==> config.mk <==
export PLATFORM = sky130hd
export DESIGN_NAME = flopenr_pipe
export DESIGN_NICKNAME = d
export VERILOG_FILES = /design/src/rtl/flopenr_pipe.sv
export SDC_FILE = /design/constraint.sdc
export NUM_CORES = 1
export LEC_CHECK = 0
export CAP_MARGIN = 20
export CORE_ASPECT_RATIO = 2
export CORE_MARGIN = 4
export CORE_UTILIZATION = 30
export DETAILED_ROUTE_END_ITERATION = 7
export PLACE_DENSITY = 0.62
export SETUP_SLACK_MARGIN = 0.5
export SLEW_MARGIN = 20
export SYNTH_ARGS = -nofsm -noshare
export SYNTH_HDL_FRONTEND = slang
export SYNTH_SLANG_ARGS = --single-unit
==> constraint.sdc <==
create_clock -name clk -period 4.2 [get_ports clk]
set_clock_uncertainty 0.1 [all_clocks]
set_input_delay 1.05 -clock clk [delete_from_list [all_inputs] [get_ports clk]]
set_output_delay 1.05 -clock clk [all_outputs]
set_load 0.1 [all_outputs]
==> src/rtl/flopenr_pipe.sv <==
// Elastic enabled-register pipeline: DEPTH valid/ready stages with bubble collapse and registered occupancy.
// Optional synchronous flush port is built only when FLOPENR_PIPE_FLUSH_EN is defined.
module flopenr_pipe #(
   parameter int               WIDTH     = 32,
   parameter int               DEPTH     = 2,
   parameter logic [WIDTH-1:0] RESET_VAL = '0
) (
   input  logic                       clk,
   input  logic                       reset,
   input  logic                       in_valid,
   output logic                       in_ready,
   input  logic [WIDTH-1:0]           in_data,
   output logic                       out_valid,
   input  logic                       out_ready,
   output logic [WIDTH-1:0]           out_data,
`ifdef FLOPENR_PIPE_FLUSH_EN
   input  logic                       flush,
`endif
   output logic [$clog2(DEPTH+1)-1:0] occupancy
);

   localparam int OCC_W = $clog2(DEPTH+1);

   logic [DEPTH-1:0] r_valid;
   logic [WIDTH-1:0] r_data [DEPTH];
   logic [OCC_W-1:0] r_occ;

   logic [DEPTH-1:0] w_ready;
   logic             w_flush;
   logic             w_accept;
   logic             w_deliver;

`ifdef FLOPENR_PIPE_FLUSH_EN
   assign w_flush = flush;
`else
   assign w_flush = 1'b0;
`endif

   // A stage can load when it is empty or the stage ahead of it is loading too.
   always_comb begin : readyChain
      logic rdy;
      rdy     = out_ready;
      w_ready = '0;
      for (int i = DEPTH - 1; i >= 0; i--) begin
         rdy        = !r_valid[i] || rdy;
         w_ready[i] = rdy;
      end
   end

   assign in_ready  = w_ready[0] && !reset && !w_flush;
   assign w_accept  = in_valid && in_ready;
   assign w_deliver = r_valid[DEPTH-1] && out_ready;

   always_ff @(posedge clk) begin
      if (reset || w_flush) begin
         r_valid <= '0;
         r_occ   <= '0;
         for (int i = 0; i < DEPTH; i++) begin
            r_data[i] <= RESET_VAL;
         end
      end else begin
         // Data only moves with a valid word, so bubbles leave old contents in place.
         if (w_ready[0]) begin
            r_valid[0] <= in_valid;
            if (in_valid) begin
               r_data[0] <= in_data;
            end
         end
         for (int i = 1; i < DEPTH; i++) begin
            if (w_ready[i]) begin
               r_valid[i] <= r_valid[i-1];
               if (r_valid[i-1]) begin
                  r_data[i] <= r_data[i-1];
               end
            end
         end
         if (w_accept && !w_deliver) begin
            r_occ <= r_occ + OCC_W'(1);
         end else if (w_deliver && !w_accept) begin
            r_occ <= r_occ - OCC_W'(1);
         end
      end
   end

   assign out_valid = r_valid[DEPTH-1];
   assign out_data  = r_data[DEPTH-1];
   assign occupancy = r_occ;

endmodule

### After elaboration in Yosys (flattened, before gate mapping)

Memory sizes are Yosys's and may differ from the RTL's.
Index checks and enable logic that the tools add are counted.

* mux-type cells: 14
* $add $sub $neg: 2
* bitwise operators: 2
* reductions and logical operators: 13

Operator list (count)
* 32-bit two-way mux: 2
* 1-bit two-way mux: 10
* 1-bit logical AND: 5
* 1-bit zero test: 5
* 2-bit two-way mux: 2
* 2-bit by 1-bit adder with 2-bit output (second input constant): 1
* 1-bit logical OR: 2
* 1-bit bitwise OR: 2
* 2-bit nonzero test: 1
* 2-bit by 1-bit subtractor with 2-bit output (second input constant): 1

* memory bits (writable): 64
* bits of input ports: 36
* memories: 1
* register bits after elaboration: 4
* word-level logic and storage cells: 35
* output and inout bits: 36

Memory list
* r_data: words 2, bits a word 32, read ports 2, clocked after Yosys merged registers in 0, wr ports 2, line 25 `logic [WIDTH-1:0] r_data [DEPTH];`

### Depth between registers and ports, before layout

* depth in word-level cells: 9
* depth in mapped cells: 7
* mapped depth without buffers: 7

### Worst setup path after synthesis

Ideal clock, no wire load.

* path type: input port to output port
* start: input port reset
* end: output port in_ready
* stages: 2
* path buffers: 1
* slack: 0.519 ns
* required time: 3.050 ns
* arrival time: 2.531 ns
* cell sequence: clkbuf_1 > nor2_1

* longest elaborated chain between the ends: 2

Ends and longest elaborated chain
* start: declaration: line 9 `input logic reset,`
* 1-bit zero test: line 50 `assign in_ready = w_ready[0] && !reset && !w_flush;`
* 1-bit logical AND: line 50
* end: declaration: line 11 `output logic in_ready,`

No other way between the ends.

### Worst setup path in the final report

* start: input port out_ready
* end: output port in_ready

* longest elaborated chain between the ends: 3

Ends and longest elaborated chain
* start: declaration: line 14 `input logic out_ready,`
* 1-bit logical OR (2 in a row): line 45 `rdy = !r_valid[i] || rdy;`
* 1-bit logical AND: line 50

No other way between the ends.

==> out/qor.csv <==
metric,value,unit
synth.yosys.warnings,0,
static_leakage,1.40,nW
crit_buf_inv,2,
cts-root-to-sink-buffers,2,
total_routing_resource_utilization_after_global_routing,8.30,%
postSynthAreaPerCell,14.6,µm²
die_width,76.4,µm
die_height,145,µm
crit_type,input port to output port,
detail_route.first_pass.iterations,4,
cell_row_count,49,
worst_relative_slew_slack,32.9,%
required,3.05,ns
tritoncts,built,
period_minus_slack,3.34,ns
boundaryPins,72,
cp_top_family,buffers and inverters,
grt_start_max_net_pins,33,
wire_length_of_the_first_global_routing_pass,6.87,mm
detail_route.wl_per_cell,12.4,µm
detail_route.wirelength,4.28,mm
clock-root-buffer,sky130_fd_sc_hd__clkbuf_16,
avgViaCountPerCell,3.92,
crit_path_start_kind,input port,
setup_viol,0,
timing.final.max_slew_violations,0,
maxCapViolations,0,
stdcell_count,346,
timing.hold.worst_path_depth,2,
remaining_drc_errors,0,
area_delta_synth_final,31.7,%
number_of_vias_after_detailed_routing,1355,
antenna_found_initial,0,
core_area,9070,µm²
period_share,79.4,%
overflow,0,
power_per_cell_area,504,nW/µm²
postCtsHoldBufs,0,
ff2ff_setup_slack,2.37,ns
hpwl,3.11,mm
drtIter0Drc,76,
setup_tns,0,ns
cp.depth,4,
synth_sequential_area_ratio,71.3,%
post_cts_buffers,0,
worstSkewPairLatency,0.32,ns
timing.hold.worst.class,flop to flop,
cell_count_after_synthesis,192,
placement.cell_area,3410,µm²
cts_buffers,9,
tightestPinTransition,1.00,ns
grt_setup_unrepaired,no,
finalNetCount,276,
syn-cell-area,2810,µm²
postRouteAntennaNets,0,
clkSlewWorstSetupHoldPaths,0.05,ns
num_antenna_cells,0,
dpl.cell_count,330,
numPortBuffers,71,
layout.cell_area.non_filler,3700,µm²
final_estimated_routing_congestion_in_global_placement,0.639,
initial_utilization,30.9,%
htreeDepth,3,
crit_path_cell_trace,clkdlybuf4s50_1 > and3b_1 > nor2_1 > buf_12,
timing.critical_path.arrival,2.19,ns
netlist-cell-type-count,18,
critical-path-max-stage-delay,0.50,ns
worst_setup_path_end_kind,output port,
cells_on_worst_reg2reg_path,6,
cts_resized,0,
worst-path-max-fanout,3,
worst_supply_voltage_drop_on_vdd,0.223,mV
slowest_stage,sky130_fd_sc_hd__clkdlybuf4s50_1,
timing.hold.ws,0.395,ns
tritoncts_num_sinks,68,
run_status,completed,
syn_nets,229,
layout-drive-gt1-share,8.20,%
fmax,300,MHz
ys_seq_elements,68,
die_area,11100,µm²
final-hold-violation-count,0,
number_of_global_route_vias_before_repair,1437,
finish.utilization,40.7,%
-- registers in the layout, indices dropped and copies added, names as in the netlist --
register   flops
r_data        64
occupancy      2
r_valid        2
-- kinds of logic after synthesis --
group | count (synthesis) | share of synthesized area (%)
compound gates | 5 | 0.981
fa+ha+maj | 1 | 0.446
flops | 68 | 71.3
simple gates | 76 | 16.8
xor+xnor | 2 | 0.624
buf+inv | 40 | 9.89
-- tightest hold or removal path: stages, from the launching register on --
cell and delay (ns):
sky130_fd_sc_hd__dfxtp_1 0.32, sky130_fd_sc_hd__o21ai_0 0.07, sky130_fd_sc_hd__a21oi_1 0.06
-- power breakdown --
part | switching (mW) | internal (mW) | total (mW)
Sequential | 0.0128 | 0.801 | 0.814
Clock | 0.253 | 0.456 | 0.709
Combinational | 0.247 | 0.0943 | 0.341
-- layer usage --
metal | track usage (%) | vias to the layer above | share of wire, %
li1 | - | 711 | -
met1 | 8.33 | 592 | 38
met2 | 14.1 | 44 | 53
met3 | 2.79 | 8 | 6.3
met4 | 6.59 | 0 | 3.1
met5 | 0 | - | 0
-- placed cells by master, fill, tap and decap left out, drive strengths merged, types with 2 or more instances in the layout --
cell type,n
nor2,6
nand2b,2
o21ai,2
and2,64
buf,5
dfxtp,4
clkinv,3
a21oi,2
edfxtp,64
clkdlybuf4s50,70
clkbuf,11
xor2,2
-- area by class of cell --
cell class              instances  area (µm²)
repair buffers                 75         751
well taps                     102         128
inverters                       1        3.75
clock buffers                  11         233
flip-flops and latches         68        2000
multi-input cells              84         528
clock inverters                 5        52.6
fillers                       873        5380
-- cells in the mapped netlist --
cell type                  instances  share of area [%]
sky130_fd_sc_hd__and3b_1           1               0.31
sky130_fd_sc_hd__clkbuf_1          1               0.13
sky130_fd_sc_hd__and2_1           64                 14
sky130_fd_sc_hd__or3_1             1               0.22
sky130_fd_sc_hd__nand2b_1          2               0.45
sky130_fd_sc_hd__a21o_1            1               0.27
sky130_fd_sc_hd__edfxtp_1         64                 68
sky130_fd_sc_hd__o21ai_0           2               0.36
sky130_fd_sc_hd__nor2_1            6               0.80
sky130_fd_sc_hd__inv_1             1               0.13
sky130_fd_sc_hd__a21oi_1           2               0.36
sky130_fd_sc_hd__nor3_4            1               0.58
sky130_fd_sc_hd__xor2_1            2               0.62
sky130_fd_sc_hd__clkbuf_2          6                1.1
sky130_fd_sc_hd__nand2_1           1               0.13
sky130_fd_sc_hd__buf_4            32                8.6
sky130_fd_sc_hd__ha_1              1               0.45
sky130_fd_sc_hd__dfxtp_1           4                2.9
-- path summary, 6_finish.rpt --
kind,to,start
setup / recovery,in_ready,out_ready
hold / removal,occupancy[1]$_SDFFE_PP0P_,occupancy[1]$_SDFFE_PP0P_
setup reg to reg,occupancy[1]$_SDFFE_PP0P_,r_valid[1]$_SDFFE_PP0P_
hold reg to reg,occupancy[1]$_SDFFE_PP0P_,occupancy[1]$_SDFFE_PP0P_
-- stage by stage --
stage | setup slack, ns | power, mW
3_5_place_dp | 0.878 | 1.17
5_1_grt | 0.805 | 1.94
3_3_place_gp | 0.881 | 1.17
2_1_floorplan | 0.519 | 1.10
4_1_cts | 0.870 | 1.89
6_report | 0.864 | 1.86
Power figures use the tool's default switching activity.
